## config.mk

```make
export PLATFORM = sky130hd
export DESIGN_NAME = input_capture_flat
export DESIGN_NICKNAME = d
export VERILOG_FILES = /design/src/rtl/input_capture_if.sv /design/src/rtl/input_capture.sv /design/src/flat_wrapper.sv
export SDC_FILE = /design/constraint.sdc
export NUM_CORES = 1
export LEC_CHECK = 0
export ABC_CLOCK_PERIOD_IN_PS = 1700
export BUFFER_PORTS_ARGS = -buffer_cell sky130_fd_sc_hd__clkbuf_2
export CAP_MARGIN = 20
export CORE_AREA = 2 2 57 59
export DETAILED_ROUTE_END_ITERATION = 8
export DIE_AREA = 0 0 59 61
export HOLD_SLACK_MARGIN = 0.15
export PLACE_DENSITY = 0.74
export SLEW_MARGIN = 20
export SYNTH_ARGS = -nofsm -noshare
export SYNTH_HDL_FRONTEND = slang
export SYNTH_SLANG_ARGS = --single-unit
```

## constraint.sdc

```tcl
create_clock -name clk -period 1.7 [get_ports clk]
set_input_delay 0.085 -clock clk [delete_from_list [all_inputs] [get_ports clk]]
set_output_delay 0.085 -clock clk [all_outputs]
set_load 0.01 [all_outputs]
```

## src/rtl/input_capture_if.sv

```systemverilog
// Processor-facing input port: raw button/switch pins in; captured switch data, valid pulse,
// debounced button level and pipeline stall out.
interface input_capture_if;
    logic       button_raw;
    logic [3:0] switches_raw;
    logic       read_req;
    logic [3:0] data_out;
    logic       data_valid;
    logic       stall;
    logic       button_level;

    modport slave (
        input  button_raw,
        input  switches_raw,
        input  read_req,
        output data_out,
        output data_valid,
        output stall,
        output button_level
    );

    modport master (
        output button_raw,
        output switches_raw,
        output read_req,
        input  data_out,
        input  data_valid,
        input  stall,
        input  button_level
    );
endinterface

```

## src/rtl/input_capture.sv

```systemverilog
// Captures the switch bank on a debounced button press while the processor requests input;
// 2 sync + DEBOUNCE_CYCLES + 2 cycles press-to-data_valid, stall holds the processor meanwhile.
module input_capture #(
    parameter int unsigned DEBOUNCE_CYCLES = 50000
) (
    input  logic           clk,
    input  logic           reset,
    input_capture_if.slave bus
);
    localparam int unsigned      CNT_W    = $clog2(DEBOUNCE_CYCLES);
    localparam logic [CNT_W-1:0] CNT_LAST = CNT_W'(DEBOUNCE_CYCLES - 1);

    typedef enum logic [1:0] {
        IDLE,
        WAIT_PRESS,
        CAPTURED,
        WAIT_RELEASE
    } state_t;

    logic             btn_meta_q;
    logic             btn_sync_q;
    logic [3:0]       sw_meta_q;
    logic [3:0]       sw_sync_q;
    logic [CNT_W-1:0] cnt_q;
    logic [CNT_W-1:0] cnt_d;
    logic             level_q;
    logic             level_d;
    logic             level_dly_q;
    logic             press_q;
    state_t           state_q;
    state_t           state_d;
    logic [3:0]       data_q;
    logic [3:0]       data_d;

    always_ff @(posedge clk or posedge reset) begin
        if (reset) begin
            btn_meta_q <= 1'b0;
            btn_sync_q <= 1'b0;
            sw_meta_q  <= 4'h0;
            sw_sync_q  <= 4'h0;
        end else begin
            btn_meta_q <= bus.button_raw;
            btn_sync_q <= btn_meta_q;
            sw_meta_q  <= bus.switches_raw;
            sw_sync_q  <= sw_meta_q;
        end
    end

    // Any cycle where the synchronized button agrees with the stable level restarts the count.
    always_comb begin
        cnt_d   = '0;
        level_d = level_q;
        if (btn_sync_q != level_q) begin
            if (cnt_q == CNT_LAST) begin
                level_d = ~level_q;
            end else begin
                cnt_d = cnt_q + CNT_W'(1);
            end
        end
    end

    always_ff @(posedge clk or posedge reset) begin
        if (reset) begin
            cnt_q       <= '0;
            level_q     <= 1'b0;
            level_dly_q <= 1'b0;
            press_q     <= 1'b0;
        end else begin
            cnt_q       <= cnt_d;
            level_q     <= level_d;
            level_dly_q <= level_q;
            press_q     <= level_q & ~level_dly_q;
        end
    end

    always_comb begin
        state_d = state_q;
        data_d  = data_q;
        unique case (state_q)
            IDLE: begin
                if (bus.read_req) begin
                    state_d = WAIT_PRESS;
                end
            end
            WAIT_PRESS: begin
                // Dropping read_req wins over a coincident press: the instruction is gone.
                if (!bus.read_req) begin
                    state_d = IDLE;
                end else if (press_q) begin
                    data_d  = sw_sync_q;
                    state_d = CAPTURED;
                end
            end
            CAPTURED: begin
                state_d = level_q ? WAIT_RELEASE : IDLE;
            end
            WAIT_RELEASE: begin
                if (!level_q) begin
                    state_d = IDLE;
                end
            end
            default: begin
                state_d = IDLE;
            end
        endcase
    end

    always_ff @(posedge clk or posedge reset) begin
        if (reset) begin
            state_q <= IDLE;
            data_q  <= 4'h0;
        end else begin
            state_q <= state_d;
            data_q  <= data_d;
        end
    end

    assign bus.data_out     = data_q;
    assign bus.data_valid   = (state_q == CAPTURED);
    assign bus.stall        = bus.read_req && (state_q != CAPTURED);
    assign bus.button_level = level_q;

endmodule

```

## src/flat_wrapper.sv

```systemverilog
// flat-port wrapper written by rule: the top's interface ports become plain ports
module input_capture_flat 
#(
    parameter int unsigned DEBOUNCE_CYCLES = 50000
)
  (clk, reset, bus_button_raw, bus_switches_raw, bus_read_req, bus_data_out, bus_data_valid, bus_stall, bus_button_level);
  input_capture_if bus_i ();
  input  logic clk;
  input  logic reset;
  input wire logic [$bits(bus_i.button_raw)-1:0] bus_button_raw;
  input wire logic [$bits(bus_i.switches_raw)-1:0] bus_switches_raw;
  input wire logic [$bits(bus_i.read_req)-1:0] bus_read_req;
  output wire logic [$bits(bus_i.data_out)-1:0] bus_data_out;
  output wire logic [$bits(bus_i.data_valid)-1:0] bus_data_valid;
  output wire logic [$bits(bus_i.stall)-1:0] bus_stall;
  output wire logic [$bits(bus_i.button_level)-1:0] bus_button_level;
  assign bus_i.button_raw = bus_button_raw;
  assign bus_i.switches_raw = bus_switches_raw;
  assign bus_i.read_req = bus_read_req;
  assign bus_data_out = bus_i.data_out;
  assign bus_data_valid = bus_i.data_valid;
  assign bus_stall = bus_i.stall;
  assign bus_button_level = bus_i.button_level;
  input_capture #(.DEBOUNCE_CYCLES(DEBOUNCE_CYCLES)) u_core (.clk(clk), .reset(reset), .bus(bus_i));
endmodule
```

==> results.cfg, run 1 <==
[global_routing]
antenna_found_initial = 0
grt_max_degree = 36
grt_pass1_vias = 1059
grt.overflow.total = 0
grt_util_all_layers = 0.1870
grt_pass1_wl_um = 4754

[floorplanning]
pin_count = 15
initial_core_util = 0.4847
core-area_mm2 = 0.002953
die_x_um = 59
die_h_um = 61
die-area_mm2 = 0.003599
fp-row-count = 20

[worst_setup_path]
critPathLaunchType = flop
crit_buf_inv = 1
critPathCapture = u_core.cnt_q[4]$_DFF_PP0_
crit_arrival_ns = 1.86
cp.required_ns = 1.94
reg2regPathDepth = 5
rrSetupSlack_ns = 0.08
crit_start = u_core.cnt_q[13]$_DFF_PP0_
r2r_end = u_core.cnt_q[4]$_DFF_PP0_
cp.depth = 5
cp_max_fo = 9
crit_chain = nor4b_4, nand3b_4, o41ai_4, buf_4, nor2_1
timing.rr.start = u_core.cnt_q[13]$_DFF_PP0_
crit_path_end_kind = flop
max_stage_delay_ns = 0.43
path_delay_family = simple AND/OR/NAND/NOR gates
slowest_stage = dfrtp_1
path_class = reg -> reg

[placed_design]
dpl.hpwl_um = 1886
gp_congestion = 0.8889
port_buffers = 14

[detailed_routing]
routed_wl_um = 2768
drt_first_pass_iters = 4
drt_iter0_markers = 20
via_per_inst = 5.237
avgRoutedWirePerCell_um = 14.88
post-route-drc-count = 0
vias = 974
postRouteAntennaNets = 0

[timing]
fmax_mhz = 618.6
hold_viol = 0
fin_crit_ns = 1.617
max_slew_margin = 0.7134
drv_slew = 0
rsz0062_at_grt = true
worst_pin_slew_ns = 0.4300
setup_violations = 0
finClkSkew_ns = 0.004798
setup_tns_ns = 0
period_share = 0.9510

[clock_network]
clkTransAtPathRegs_ns = 0.10
clkSinkCount = 35
cts_inserted_buffers = 5
cts_tree = done
clk_latency_ns = 0.34
htree_levels = 2
clock_path_buffers = 2
cts_root_buffer = clkbuf_4

[cells_and_area]
area_growth_pct = 24.21
layout.nets = 162
register_area_um2 = 875.8
drive_gt1_frac = 0.2941
utilization = 0.6021
fill_cells = 254
antenna_cells = 0
multiInputGateArea_um2 = 566.8

[synth]
synth_top_area_frac = 0.6119
yosys_warnings = 0
yosysTopAreaCell = dfrtp_1
yosys.cell_types.count = 23
synth_edf_count = 0
synth_ff_type = dfrtp_1
synth_cells = 116
synth_seq_cells = 35
ys_seq_area_frac = 0.6119
syn_avg_cell_area_um2 = 12.34
synth_nets = 125
syn_area_mm2 = 0.001431
async_flop_share = 1.000
netlist_top_cells_area = dfrtp_1 (61%), xnor2_1 (6.1%), nor2_1 (4.5%)

[power]
vdd_ir_drop_max_mv = 0.5657
power_density_mw_per_mm2 = 781.4
finalPower_uw = 1389
p_leak_uw = 0.0008581

[job]
max_cap_violations = 0

[status]
status = complete, no violations

[hold_path]
worstHoldPathType = in -> async
==> state kept, by name, summed over array words and instances, names as in the netlist <==
| signal | cells |
|---|---|
| u_core.bus.data_out | 4 |
| u_core.sw_sync_q | 4 |
| u_core.level_dly_q | 1 |
| u_core.btn_meta_q | 1 |
| u_core.press_q | 1 |
| u_core.state_q | 2 |
| u_core.btn_sync_q | 1 |
| u_core.bus.button_level | 1 |
| u_core.sw_meta_q | 4 |
| u_core.cnt_q | 16 |
==> cell usage after synthesis, drive strengths merged (3+ instances only) <==
cell / number
xnor2: 10
dfrtp: 35
nor2: 17
mux2: 5
xor2: 5
nor3: 3
nand4: 5
nand3: 6
nand2: 7
nor4: 5
nor2b: 3
inv: 4
==> logic make-up after synthesis <==
| family | count (synthesis) | synth area share |
|---|---|---|
| AND/OR/NAND/NOR | 53 | 0.2054 |
| flip-flops | 35 | 0.6119 |
| XOR/XNOR | 15 | 0.09178 |
| buffers and inverters | 6 | 0.02360 |
| multiplexers | 5 | 0.03933 |
| AO/OA/AOI/OAI | 1 | 0.01923 |
| adder cells (fa/ha/maj) | 1 | 0.008740 |
==> power breakdown <==
group	leakage, uW	internal, uW	total, uW	switching (uW)
clock	0.0000341	191	457	266
sequential	0.000461	851	862	11.5
combinational	0.000363	33.1	70.2	37.1
total	0.000858	1080	1390	314
==> worst min-delay path by stage <==
stage / endpoint / slack [ns]
after floorplan: u_core.btn_meta_q$_DFF_PP0_ / 0.12
after detailed placement: u_core.cnt_q[5]$_DFF_PP0_ / 0.19
after global placement: u_core.cnt_q[5]$_DFF_PP0_ / 0.18
after CTS: u_core.cnt_q[5]$_DFF_PP0_ / 0.35
final: u_core.sw_meta_q[2]$_DFF_PP0_ / 0.36
after global routing: u_core.sw_sync_q[0]$_DFF_PP0_ / 0.36
==> layer usage <==
metal  up-vias  share of wire  track usage
met3         7          0.042      0.04478
met1       482           0.39       0.2150
met5         -              0            0
met4         0          0.027       0.1169
li1        466              -            -
met2        19           0.54       0.3159
==> worst min-delay path, delay by kind of cell <==
| family | cells | cell delay [ns] |
|---|---|---|
| buffers and inverters | 4 | 1.05 |
==> through the flow <==
step	instance area (um2)	std cells	hold WS [ns]	setup slack, ns
final	1778	186	0.3560	0.08332
after global routing	1778	186	0.3625	-0.04449
after CTS	1725	185	0.3541	0.04235
after detailed placement	1599	171	0.1857	0.06217
after global placement	1599	171	0.1757	0.1054
after floorplan	1431	116	0.1164	0.05756
==> cells in the final DEF (no fill, tap or decap) <==
| cell type | n |
|---|---|
| dfrtp_1 | 35 |
| nor2_1 | 17 |
| clkbuf_2 | 14 |
| buf_4 | 11 |
| xnor2_1 | 10 |
| nand2_1 | 7 |
| dlygate4sd3_1 | 7 |
| nand3_1 | 5 |
| xor2_1 | 5 |
| nand4_1 | 5 |
| clkbuf_4 | 5 |
| inv_1 | 4 |
| mux2_2 | 4 |
| nor3_1 | 3 |
| nor2b_1 | 3 |
| nor4_2 | 2 |
| nor4_1 | 2 |
| or3_4 | 1 |
| nor4b_4 | 1 |
| nand3b_4 | 1 |
| nand3_2 | 1 |
| o41ai_4 | 1 |
| and4_1 | 1 |
| and3_1 | 1 |
| nand4b_1 | 1 |
| nor4_4 | 1 |
| mux2_4 | 1 |
| nand3b_1 | 1 |
| ha_1 | 1 |
| clkbuf_8 | 1 |
| clkinv_2 | 1 |
==> layout make-up <==
class	instances	share of cell area
Clock buffer	6	0.02885
Clock inverter	1	0.002815
Inverter	4	0.008445
Multi-Input combinational cell	75	0.3188
Sequential cell	35	0.4926
Tap cell	33	0.02322
Timing Repair Buffer	32	0.1253
==> repair_timing <==
item	in CTS	in global routing
resized for setup	0	7
endpoints found under the hold margin	41	0
setup buffers	0	1
hold buffers	7	0
setup endpoints to repair	0	13
Note: power is estimated with default switching activity, not from simulation.
==> inputs of run 2 (changes only) <==
--- a/config.mk
+++ b/config.mk
@@ -12,7 +12,7 @@
 export DETAILED_ROUTE_END_ITERATION = 8
 export DIE_AREA = 0 0 59 61
 export HOLD_SLACK_MARGIN = 0.15
-export PLACE_DENSITY = 0.74
+export PLACE_DENSITY = 0.7
 export SLEW_MARGIN = 20
 export SYNTH_ARGS = -nofsm -noshare
 export SYNTH_HDL_FRONTEND = slang
==> run 2 against run 1 <==
Critical path type unchanged. Die area is the same. Largest cell class unchanged. Clock power up 23%. Count of clock-buffer cells in the layout decreased by 1. Clock skew is 0.0093 ns higher.
==> results.cfg, run 2 (same netlist as run 1, synthesis figures left out) <==
[status]
status = complete, no violations

[power]
p_int_uw = 1187
power_frac_clock = 0.377
seqPwrFrac = 0.576
p_leak_uw = 0.0008167
power_density_mw_per_mm2 = 850.4
p_switching_uw = 311.4
vdd_ir_drop_max_mv = 0.6719
combinationalPowerShare = 0.048
switching_share = 0.2079
finalPower_uw = 1498

[global_routing]
grt_max_degree = 36
grt_util_all_layers = 0.1796
grt_pass1_vias = 1014
grt.overflow.total = 0
grt_pass1_wl_um = 4547
antenna_found_initial = 0

[cells_and_area]
largest-register = u_core.cnt_q
multiInputGateArea_um2 = 534.3
register_area_um2 = 875.8
largest_reg_flops = 16
area_growth_pct = 23.08
layout_common_cells = dfrtp_1 (35), nor2_1 (17), clkbuf_2 (14)
layout.nets = 160
stdcell_count = 184
drive_gt1_frac = 0.2715
antenna_cells = 0
layout_commonest_cell = dfrtp_1
fill_cells = 256

[detailed_routing]
avgRoutedWirePerCell_um = 13.81
routed_wl_um = 2541
vias = 958
post-route-drc-count = 0
drt_iter0_markers = 13
via_per_inst = 5.207
drt_first_pass_iters = 4
postRouteAntennaNets = 0

[hold_path]
worstHoldStart = u_core.sw_meta_q[0]$_DFF_PP0_
hold_depth = 0
worstHoldPathType = reg -> reg

[clock_network]
cts_tree = done
clkTransAtPathRegs_ns = 0.11
clk_latency_ns = 0.34
cts_root_buffer = clkbuf_4
clock_path_buffers = 2
cts_inserted_buffers = 5
htree_levels = 2
clkSinkCount = 35

[timing]
max_slew_margin = 0.7122
fmax_mhz = 617.0
drv_slew = 0
fin_crit_ns = 1.621
worst_pin_slew_ns = 0.4317
rsz0062_at_grt = false
setup_violations = 0
finClkSkew_ns = 0.01414
hold_viol = 0
setup_tns_ns = 0
hold_ws_ns = 0.3638
period_share = 0.9534

[floorplanning]
fp-row-count = 20
die_h_um = 61
pin_count = 15
die_x_um = 59
die-area_mm2 = 0.003599
initial_core_util = 0.4847
core-area_mm2 = 0.002953

[placed_design]
gp_congestion = 0.8794
dp.cells = 170
dpl.hpwl_um = 1759
port_buffers = 14

[worst_setup_path]
r2r_end = u_core.cnt_q[5]$_DFF_PP0_
reg2regPathDepth = 5
cp.required_ns = 1.92
timing.rr.start = u_core.cnt_q[12]$_DFF_PP0_
crit_start = u_core.cnt_q[12]$_DFF_PP0_
path_class = reg -> reg
cp_max_fo = 16
critPathCapture = u_core.cnt_q[5]$_DFF_PP0_
crit_arrival_ns = 1.85
crit_path_end_kind = flop
critPathLaunchType = flop
rrSetupSlack_ns = 0.08

[job]
max_cap_violations = 0
[run 2: final cells by class]
class,count,share of cell area
flip-flops and latches,35,0.4972
repair buffers,30,0.1250
inverters,4,0.008523
multi-input cells,75,0.3033
clock buffers,5,0.02131
clock inverters,2,0.02131
well taps,33,0.02344
[run 2: how the worst min path moves through the flow]
stage,to,slack (ns)
2_1_floorplan,u_core.btn_meta_q$_DFF_PP0_,0.12
3_3_place_gp,u_core.sw_meta_q[3]$_DFF_PP0_,0.17
3_5_place_dp,u_core.sw_meta_q[0]$_DFF_PP0_,0.19
4_1_cts,u_core.sw_meta_q[0]$_DFF_PP0_,0.36
5_1_grt,u_core.sw_meta_q[0]$_DFF_PP0_,0.37
6_report,u_core.sw_sync_q[0]$_DFF_PP0_,0.36
[run 2: critical path: stages, from the launching register on]
cell and delay, ns:
dfrtp_1 0.42, nor4b_4 0.29, nand3b_2 0.15, o41ai_4 0.40
buf_12 0.19, nor2_1 0.05
[run 2: what timing repair did]
action                                 4_1_cts  5_1_grt
gates resized for setup                      0        2
setup buffers                                0        0
setup endpoints to repair                    0        2
hold buffers                                 7        0
endpoints found under the hold margin       41        0
[run 2: power groups by stage]
stage	clock network [uW]	logic, uW	registers, uW
floorplan	0	34.4	876
detailed placement	0	60.9	879
global route	620	81.8	865
CTS	584	74.0	863
finish	564	71.8	862
global placement	0	57.8	877
[run 2: layer usage]
layer / part of all wire / global-route usage
met5: 0 / 0
met4: 0.027 / 0.08766
met3: 0.028 / 0.06823
met2: 0.50 / 0.2937
met1: 0.45 / 0.2091
[run 2: stage by stage]
stage | setup WS, ns | utilization | area [um2]
floorplan | 0.05756 | - | 1431
global placement | 0.1119 | 0.5432 | 1604
detailed placement | 0.06551 | 0.5432 | 1604
CTS | 0.05378 | 0.5924 | 1749
global route | 0.0005886 | 0.5966 | 1762
finish | 0.07922 | 0.5966 | 1762
